[src/rtl/phi_pkg.sv]
// Shared definitions for the phi (SSA phi-node) selector block.
// Holds the default basic-block id width, the block-id type and the pair-count limit.
// Purely declarative; no logic.
package phi_pkg;

  // Default width of a basic-block identifier.
  localparam int PHI_BB_WIDTH = 32;

  // Largest supported number of (predecessor-block, value) pairs.
  localparam int PHI_MAX_PAIRS = 16;

  // Block identifier at the default width.
  typedef logic [PHI_BB_WIDTH-1:0] bb_id_t;

endpackage

[src/rtl/phi_match.sv]
// Purpose: compares every predecessor block id against last_block, one match bit per pair.
// Latency: combinational, zero cycles.
// Backpressure: none; no handshake.
//
// Ports:
//   s          - packed predecessor ids, pair i at [i*BB_WIDTH +: BB_WIDTH]
//   last_block - id of the block control arrived from
//   match      - bit i high when pair i's id equals last_block over all bits
module phi_match import phi_pkg::*; #(
  parameter int NB_PAIR  = 2,
  parameter int BB_WIDTH = PHI_BB_WIDTH
) (
  input  logic [NB_PAIR*BB_WIDTH-1:0] s,
  input  logic [BB_WIDTH-1:0]         last_block,
  output logic [NB_PAIR-1:0]          match
);

  for (genvar i = 0; i < NB_PAIR; i++) begin : g_cmp
    assign match[i] = (s[i*BB_WIDTH +: BB_WIDTH] == last_block);
  end

endmodule

[src/rtl/phi.sv]
// Purpose: phi-node value selector; picks the value whose predecessor id matches last_block.
// Latency: out/miss combinational; out_q registered one edge after en.
// Backpressure: none; en is a plain capture strobe, outputs carry no valid qualifier.
//
// Ports:
//   clk, rst   - clock and asynchronous active-low reset (clears out_q and err)
//   in         - packed candidate values, pair i at [i*WIDTH +: WIDTH]
//   s          - packed predecessor block ids, pair i at [i*BB_WIDTH +: BB_WIDTH]
//   last_block - id of the block control arrived from
//   en         - capture strobe for out_q (and the miss check)
//   out        - selected value (zero on miss), combinational
//   out_q      - registered selected value
//   miss       - no pair matches last_block, combinational
//   err        - sticky "captured on a miss" flag
//
// Build option: define PHI_MISS_CHECK_EN to build the sticky error register;
// otherwise err is tied low.
module phi import phi_pkg::*; #(
  parameter int NB_PAIR  = 2,
  parameter int WIDTH    = 8,
  parameter int BB_WIDTH = PHI_BB_WIDTH
) (
  input  logic                        clk,
  input  logic                        rst,
  input  logic [NB_PAIR*WIDTH-1:0]    in,
  input  logic [NB_PAIR*BB_WIDTH-1:0] s,
  input  logic [BB_WIDTH-1:0]         last_block,
  input  logic                        en,
  output logic [WIDTH-1:0]            out,
  output logic [WIDTH-1:0]            out_q,
  output logic                        miss,
  output logic                        err
);

  if (NB_PAIR < 1 || NB_PAIR > PHI_MAX_PAIRS) begin : g_bad_nb_pair
    $error("phi: NB_PAIR must be in 1..16");
  end

  logic [NB_PAIR-1:0] match;
  logic               hit;

  phi_match #(
    .NB_PAIR  (NB_PAIR),
    .BB_WIDTH (BB_WIDTH)
  ) u_match (
    .s          (s),
    .last_block (last_block),
    .match      (match)
  );

  // Priority select: the first match found scanning upward wins, so
  // duplicate ids resolve to the lowest index.
  always_comb begin
    out = '0;
    hit = 1'b0;
    for (int i = 0; i < NB_PAIR; i++) begin
      if (match[i] && !hit) begin
        out = in[i*WIDTH +: WIDTH];
        hit = 1'b1;
      end
    end
  end

  assign miss = ~hit;

  // out is already zero on a miss, so a capture during a miss loads zero.
  always_ff @(posedge clk or negedge rst) begin
    if (!rst) begin
      out_q <= '0;
    end else if (en) begin
      out_q <= out;
    end
  end

`ifdef PHI_MISS_CHECK_EN
  always_ff @(posedge clk or negedge rst) begin
    if (!rst) begin
      err <= 1'b0;
    end else if (en && miss) begin
      err <= 1'b1;
    end
  end
`else
  assign err = 1'b0;
`endif

endmodule

[config.mk]
export PLATFORM = sky130hd
export DESIGN_NAME = phi
export DESIGN_NICKNAME = d
export VERILOG_FILES = /design/src/rtl/phi_pkg.sv /design/src/rtl/phi_match.sv /design/src/rtl/phi.sv
export SDC_FILE = /design/constraint.sdc
export NUM_CORES = 1
export LEC_CHECK = 0
export CAP_MARGIN = 5
export CORE_MARGIN = 4
export CORE_UTILIZATION = 28
export DETAILED_ROUTE_END_ITERATION = 8
export PLACE_DENSITY_LB_ADDON = 0.2
export SYNTH_ARGS = -nofsm -noshare
export SYNTH_HDL_FRONTEND = slang
export SYNTH_HIERARCHICAL = 1
export SYNTH_SLANG_ARGS = --single-unit
[constraint.sdc]
create_clock -name clk -period 2 [get_ports clk]
set_clock_uncertainty 0.15 [all_clocks]
set_input_delay 0.3 -clock clk [delete_from_list [all_inputs] [get_ports clk]]
set_output_delay 0.3 -clock clk [all_outputs]
set_load 0.03 [all_outputs]
Word level (Yosys, flattened, before mapping)
Index checks and enable logic that the tools add are counted.
W data, S select, Z words.
{"block": "op_classes", "mul": 0, "n_lt_le_gt_ge": 0, "n_reduce_logical": 2, "add_sub_neg": 0, "muxes": 4, "shifts": 0, "eq_ne": 2, "n_bitwise": 1, "div": 0}
{"op": "$eq A32 B32 Y1", "count": 2}
{"op": "$mux W8", "count": 2}
{"op": "$mux W1", "count": 2}
{"op": "$logic_and A1 B1 Y1", "count": 1}
{"op": "$logic_not A1 Y1", "count": 1}
{"op": "$not A1 Y1", "count": 1}
{"block": "totals", "input_bits": 115, "reg_bits": 8, "out_inout_bits": 18, "n_memories": 0, "latch_bits": 0, "word_cells": 10, "ram_bits": 0, "romBits": 0}

Depth between registers and ports, before layout
Gate-level depths: netlist of run 1.
{"block": "logic_depth", "depth_word": 6, "mapped_depth": 7, "depth_no_buf": 6}

Cells and area by module
Netlist of run 1, hierarchy kept.
{"mod": "phi_match", "seq_area_each_um2": 0.0, "area_each_um2": 693.2, "instances": 1, "cells_each": 86}
{"mod": "phi", "seq_area_each_um2": 200.2, "area_each_um2": 469.2, "instances": 1, "cells_each": 55}

Least setup slack after synthesis of run 1
No wires, ideal clock.
{"block": "synth_path", "path_type": "input -> output", "from": "input s[31]", "to": "output out[6]", "path_slack_ps": 6, "stages": 7, "required_ps": 1550, "path_buffers": 1, "t_arrival_ps": 1544, "path_cell_list": "xor2_1 nor4_1 nand4_1 nor2_1 buf_6 nand3b_4 nand2_1"}
{"block": "synth_between", "elab_chain_len": 5, "elab_cells_between_ends": 6, "classes_between": "eq/ne (1); mux (3); reduce/logical (2)"}
{"element": "start: declaration", "line_no": "phi.sv:26", "source": "input logic [NB_PAIR*BB_WIDTH-1:0] s,"}
{"element": "$eq A32 B32 Y1 (*)", "line_no": "phi_match.sv:19", "source": "assign match[i] = (s[i*BB_WIDTH +: BB_WIDTH] == last_block);"}
{"element": "net match[0]", "line_no": "phi.sv:39", "source": "logic [NB_PAIR-1:0] match;"}
{"element": "$mux W1", "line_no": "phi.sv:57", "source": "if (match[i] && !hit) begin"}
{"element": "$logic_not A1 Y1", "line_no": "phi.sv:57"}
{"element": "$logic_and A1 B1 Y1", "line_no": "phi.sv:57"}
{"element": "$mux W8 (*)", "line_no": "phi.sv:57"}
{"element": "end: declaration", "line_no": "phi.sv:29", "source": "output logic [WIDTH-1:0] out,"}
Mark *: on every way through the listed nets, which the timed path passes. The rest lies on a longest branch.

Worst setup path after layout of run 1
{"block": "layout_path", "from": "input s[12]", "to": "output out[1]"}
The elaborated chain is that of the path after synthesis.

==> flow_summary.toml, run 1 <==
[yosys]
ys.flop_type = "dfrtp_1"
ys_seq_area_share_pct = 17.22
syn_avg_cell_area_um2 = 8.244
synth_top_area_cell = "xor2_1"
synth_top_cell_area_share_pct = 48.22
synth_seq_cells = 8
synth.most_common_cell = "xor2_1"
synthTopCellsByArea = "xor2_1 (48%), dfrtp_1 (17%), nor4_1 (8.6%)"
yosysWarnings = 6
netlist_top_cells_count = "xor2_1 (64), nor4_1 (16), nand2_1 (15), nor2_1 (11), dfrtp_1 (8)"
synth_edf_count = 0
synth_area_um2 = 1162
synth_fp_nets = 256
ys_types = 16
synthArstFlopShare_pct = 100.0
syn_inst = 141

[cts]
hold_buffers = 0
clk_latency_ns = 0.22
numCtsBuffers = 3
h-tree-depth = 1
cts.sinks = 8
cts_buffer_depth = 2
root_buffer = "clkbuf_8"
cts_tree = "built"
cts.clk_slew.worst_paths_ns = 0.04

[floorplan]
dieArea_um2 = 5246
die_w_um = 72.43
num_io_pins = 133
fp.dieH_um = 72.43
rows = 23
core-area_um2 = 4000
start_util_pct = 29.06

[power]
comb_power_share_pct = 52.0
report.power.total_uw = 774.8
switching_share_pct = 31.08
p_clk_share_pct = 24.8
power_density_nw_per_um2 = 281.5
p_leak_uw = 0.001281
ir_drop_mv = 0.1749
seqPwrFrac_pct = 23.2
internal_power_uw = 534.0
power_switching_uw = 240.8

[drt]
dr.pass1.iters = 4
drc = 0
vias = 1611
routed_wl_um = 5101
viasPerCell = 4.616
drtIter0Drc = 26
routedWlPerCell_um = 14.62
ant_nets = 0

[sta]
tns_ns = -2.999
fmax_mhz = 409.9
finalHoldViolCount = 0
fin_ws_ns = -0.4393
period_share_pct = 122.0
slew_viol_final = 0
holdWs_ns = 0.1963
finalSetupViolCount = 10
rsz0062_at_grt = "true"
fin_crit_ns = 2.439

[min_path]
hp-class = "input port to async pin"

[grt]
grt_antenna_before_repair = 0
first_global_vias = 1716
grt_max_degree = 17
grt_pass1_wl_um = 7672
grt_use_total_pct = 18.83
gr-total-overflow = 0

[place]
gp_congestion = 0.7770
port_buffers = 131
dp_hpwl_um = 4177

[finish]
reg_top3 = "out_q: 8 flops"
antenna_cells = 0
area_growth_syn_to_layout_pct = 136.8
largest_reg_flops = 8
final_nets = 416
fillers = 354
top_register = "out_q"
drive_above_1_share_pct = 32.44

[setup_path]
cp.required_ns = 1.55
start_kind = "input port"
r2r_start = "out_q[4]"
startpoint = "s[12]"
crit_path_end_kind = "output pin"
arrival_ns = 1.99
crit_fanout = 8
critPathKind = "input port to output pin"

[status]
status = "finished, violations left"
violations = "negative setup slack"

[flow_run]
maxCapViolCount = 0
-- kinds of logic after synthesis --
logic type      synth area share, %
compound gates                4.844
xor+xnor                      48.22
buf+inv                       3.444
flops                         17.22
other cells                  0.3226
simple gates                  25.94
-- stage by stage --
step | setup WS (ns) | cells | area (µm²) | utilization, %
floorplan | 0.006369 | 141 | 1162 | -
global placement | -0.8418 | 340 | 2649 | 66.22
detailed placement | -0.8249 | 340 | 2649 | 66.22
CTS | -0.3242 | 356 | 2811 | 70.28
global route | -0.5120 | 349 | 2753 | 68.81
finish | -0.4393 | 349 | 2753 | 68.81
-- what timing repair did --
item,in CTS,in global routing
setup buffers,21,6
cloned,1,0
setup endpoints to repair,17,17
pin swaps,62,22
resized for setup,231,26
-- critical path, stage by stage --
cell and delay [ns]:
dlygate4sd2_1 0.24, xor2_1 0.16, nor4_2 0.31, nand4_1 0.19
nor2_4 0.19, buf_6 0.15, nand3b_1 0.20, nand2_2 0.10
buf_6 0.14
-- power groups by stage --
stage / logic [µW] / registers, µW / clock network (µW)
after CTS: 399 / 180 / 194
after floorplan: 111 / 204 / 0
after global placement: 432 / 182 / 0
after detailed placement: 436 / 182 / 0
after global routing: 435 / 181 / 205
final: 403 / 179 / 192
-- layer usage --
| metal | up-vias | global-route usage (%) | part of all wire (%) |
|---|---|---|---|
| met4 | 0 | 3.279 | 0.82 |
| li1 | 803 | - | - |
| met3 | 6 | 5.679 | 10 |
| met2 | 84 | 37.21 | 55 |
| met5 | - | 0 | 0 |
| met1 | 718 | 19.48 | 34 |
-- cell usage in the layout, fill, tap and decap left out, drive strengths merged, types with 9 or more instances in the layout --
cell / instances
clkbuf: 9
dlygate4sd2: 35
clkdlybuf4s50: 26
clkdlybuf4s15: 31
buf: 62
nand2: 16
nor4: 16
xor2: 64
nor2: 11
-- area by class of cell --
| cell class | instances | area, µm² | area share [%] |
|---|---|---|---|
| Timing Repair Buffer | 160 | 1380 | 50.14 |
| Multi-Input combinational cell | 128 | 1069 | 38.82 |
| Sequential cell | 8 | 200.2 | 7.273 |
| Tap cell | 50 | 62.56 | 2.273 |
| Clock buffer | 3 | 41.29 | 1.500 |
-- worst paths after layout --
| kind | end | slack [ns] | cells after the start |
|---|---|---|---|
| min reg2reg | out_q[7] | 0.39 | 2 |
| max reg2reg | out_q[4] | 1.09 | 2 |
| max | out[1] | -0.44 | 9 |
| min | out_q[7] | 0.20 | 1 |
| min in group clk | out_q[7] | 0.39 | 2 |
| max in group asynchronous | out_q[2] | 1.24 | 1 |
Note: power is estimated with default switching activity, not from simulation.
==> inputs of run 2 (changes only) <==
- MAX_ROUTING_LAYER: default -> met4
==> flow_summary.toml, run 2 (synthesis gave the netlist of run 1 again) <==
[place]
dp_hpwl_um = 4177
pre_cts_ws_ns = -0.8249
place_inst = 340
port_buffers = 131
placed_area_um2 = 2649
gp_congestion = 0.7877

[sta]
rsz0062_at_grt = "true"
fin_crit_ns = 2.437
fin_ws_ns = -0.4369
period_share_pct = 121.8
slew_viol_final = 0
finalSetupViolCount = 10
fmax_mhz = 410.4
finalHoldViolCount = 0

[cts]
hold_buffers = 0
root_buffer = "clkbuf_8"
cts_tree = "built"
cts_buffer_depth = 2
cts.clk_slew.worst_paths_ns = 0.04
clk_latency_ns = 0.23
h-tree-depth = 1
numCtsBuffers = 3
cts.sinks = 8

[finish]
utilization_pct = 68.81
instances_no_fill = 349
final_cell_area_um2 = 2753
top_register = "out_q"
antenna_cells = 0
final_cell_mix = "xor2_1 (62), dlygate4sd2_1 (35), clkdlybuf4s15_1 (29)"
final_nets = 416
final_common_cell = "xor2_1"
largest_reg_flops = 8
reg_top3 = "out_q: 8 flops"
area_growth_syn_to_layout_pct = 136.8
drive_above_1_share_pct = 32.44

[drt]
routed_wl_um = 5101
dr.pass1.iters = 4
drtIter0Drc = 29
routedWlPerCell_um = 14.62
drc = 0
vias = 1602
viasPerCell = 4.590
ant_nets = 0

[setup_path]
cp.required_ns = 1.55
start_kind = "input port"
crit_fanout = 8
critPathMaxStageDelay_ns = 0.31
critPathKind = "input port to output pin"
path_cells = "dlygate4sd2_1, xor2_1, nor4_2, nand4_1, nor2_4, buf_6, nand3b_1, nand2_2, buf_6"
crit_path_end_kind = "output pin"
slowest_stage = "nor4_2"
cp_common_cell = "buf_6"
arrival_ns = 1.99

[power]
report.power.total_uw = 775.4
power_density_nw_per_um2 = 281.7
p_leak_uw = 0.001281
ir_drop_mv = 0.1750

[floorplan]
fp.dieH_um = 72.43
core-area_um2 = 4000
start_util_pct = 29.06
dieArea_um2 = 5246
num_io_pins = 133
die_w_um = 72.43
rows = 23

[grt]
first_global_vias = 1724
grt_max_degree = 17
gr-total-overflow = 0
grt_antenna_before_repair = 0
grt_pass1_wl_um = 7638
grt_use_total_pct = 19.38

[status]
violations = "negative setup slack"
status = "finished, violations left"

[flow_run]
maxCapViolCount = 0

[min_path]
hp-class = "input port to async pin"
[run 2: cell counts in the layout (fill, tap and decap cells not counted)]
No cell type changed its count.
[run 2: repair_timing]
action | in CTS | in global routing
gates resized for setup | 231 | 26
setup endpoints to repair | 17 | 17
pin swaps | 62 | 22
buffers inserted | 21 | 6
cloned | 1 | 0
hold endpoints to repair | 0 | 0
[run 2: routing by layer]
| metal | share of wire, % | track usage (%) | up-vias | routed length (µm) |
|---|---|---|---|---|
| li1 | - | - | 803 | - |
| met1 | 37 | 20.74 | 712 | 1893 |
| met2 | 55 | 37.21 | 81 | 2784 |
| met3 | 7.5 | 3.601 | 6 | 381 |
| met4 | 0.82 | 3.279 | 0 | 42 |
| met5 | 0 | - | - | 0 |
[run 2: power by group]
part           switching [µW]  leakage [µW]  internal [µW]  total, µW
logic                     174       0.00116            230        404
clock network            61.9     0.0000216            130        192
registers                5.95      0.000100            174        180
[run 2: worst max-delay path: cells and delay by family]
| kind | cells | cell delay [ns] |
|---|---|---|
| XOR/XNOR | 1 | 0.16 |
| buffers and inverters | 3 | 0.53 |
| AND/OR/NAND/NOR | 5 | 0.99 |
[run 2: final timing paths]
| kind | startpoint | endpoint | slack, ns | depth (start not counted) |
|---|---|---|---|---|
| setup / recovery | s[12] | out[1] | -0.44 | 9 |
| hold / removal | rst | out_q[7] | 0.20 | 1 |
| setup reg to reg | out_q[4] | out_q[4] | 1.09 | 2 |
| hold reg to reg | out_q[7] | out_q[7] | 0.39 | 2 |
| max in group asynchronous | rst | out_q[2] | 1.23 | 1 |
| min in group clk | out_q[7] | out_q[7] | 0.39 | 2 |
[run 2: per-stage QoR]
step	hold slack, ns	setup TNS [ns]
after floorplan	-0.1456	0
after detailed placement	0.3782	-11.04
after global placement	0.3792	-11.13
after global routing	0.2309	-3.672
final	0.1996	-2.974
after CTS	0.2134	-2.904
[run 2: cell type report]
class                   count  area, µm²
repair buffers            160       1380
fillers                   354       1247
multi-input cells         128       1069
flip-flops and latches      8      200.2
well taps                  50      62.56
clock buffers               3      41.29
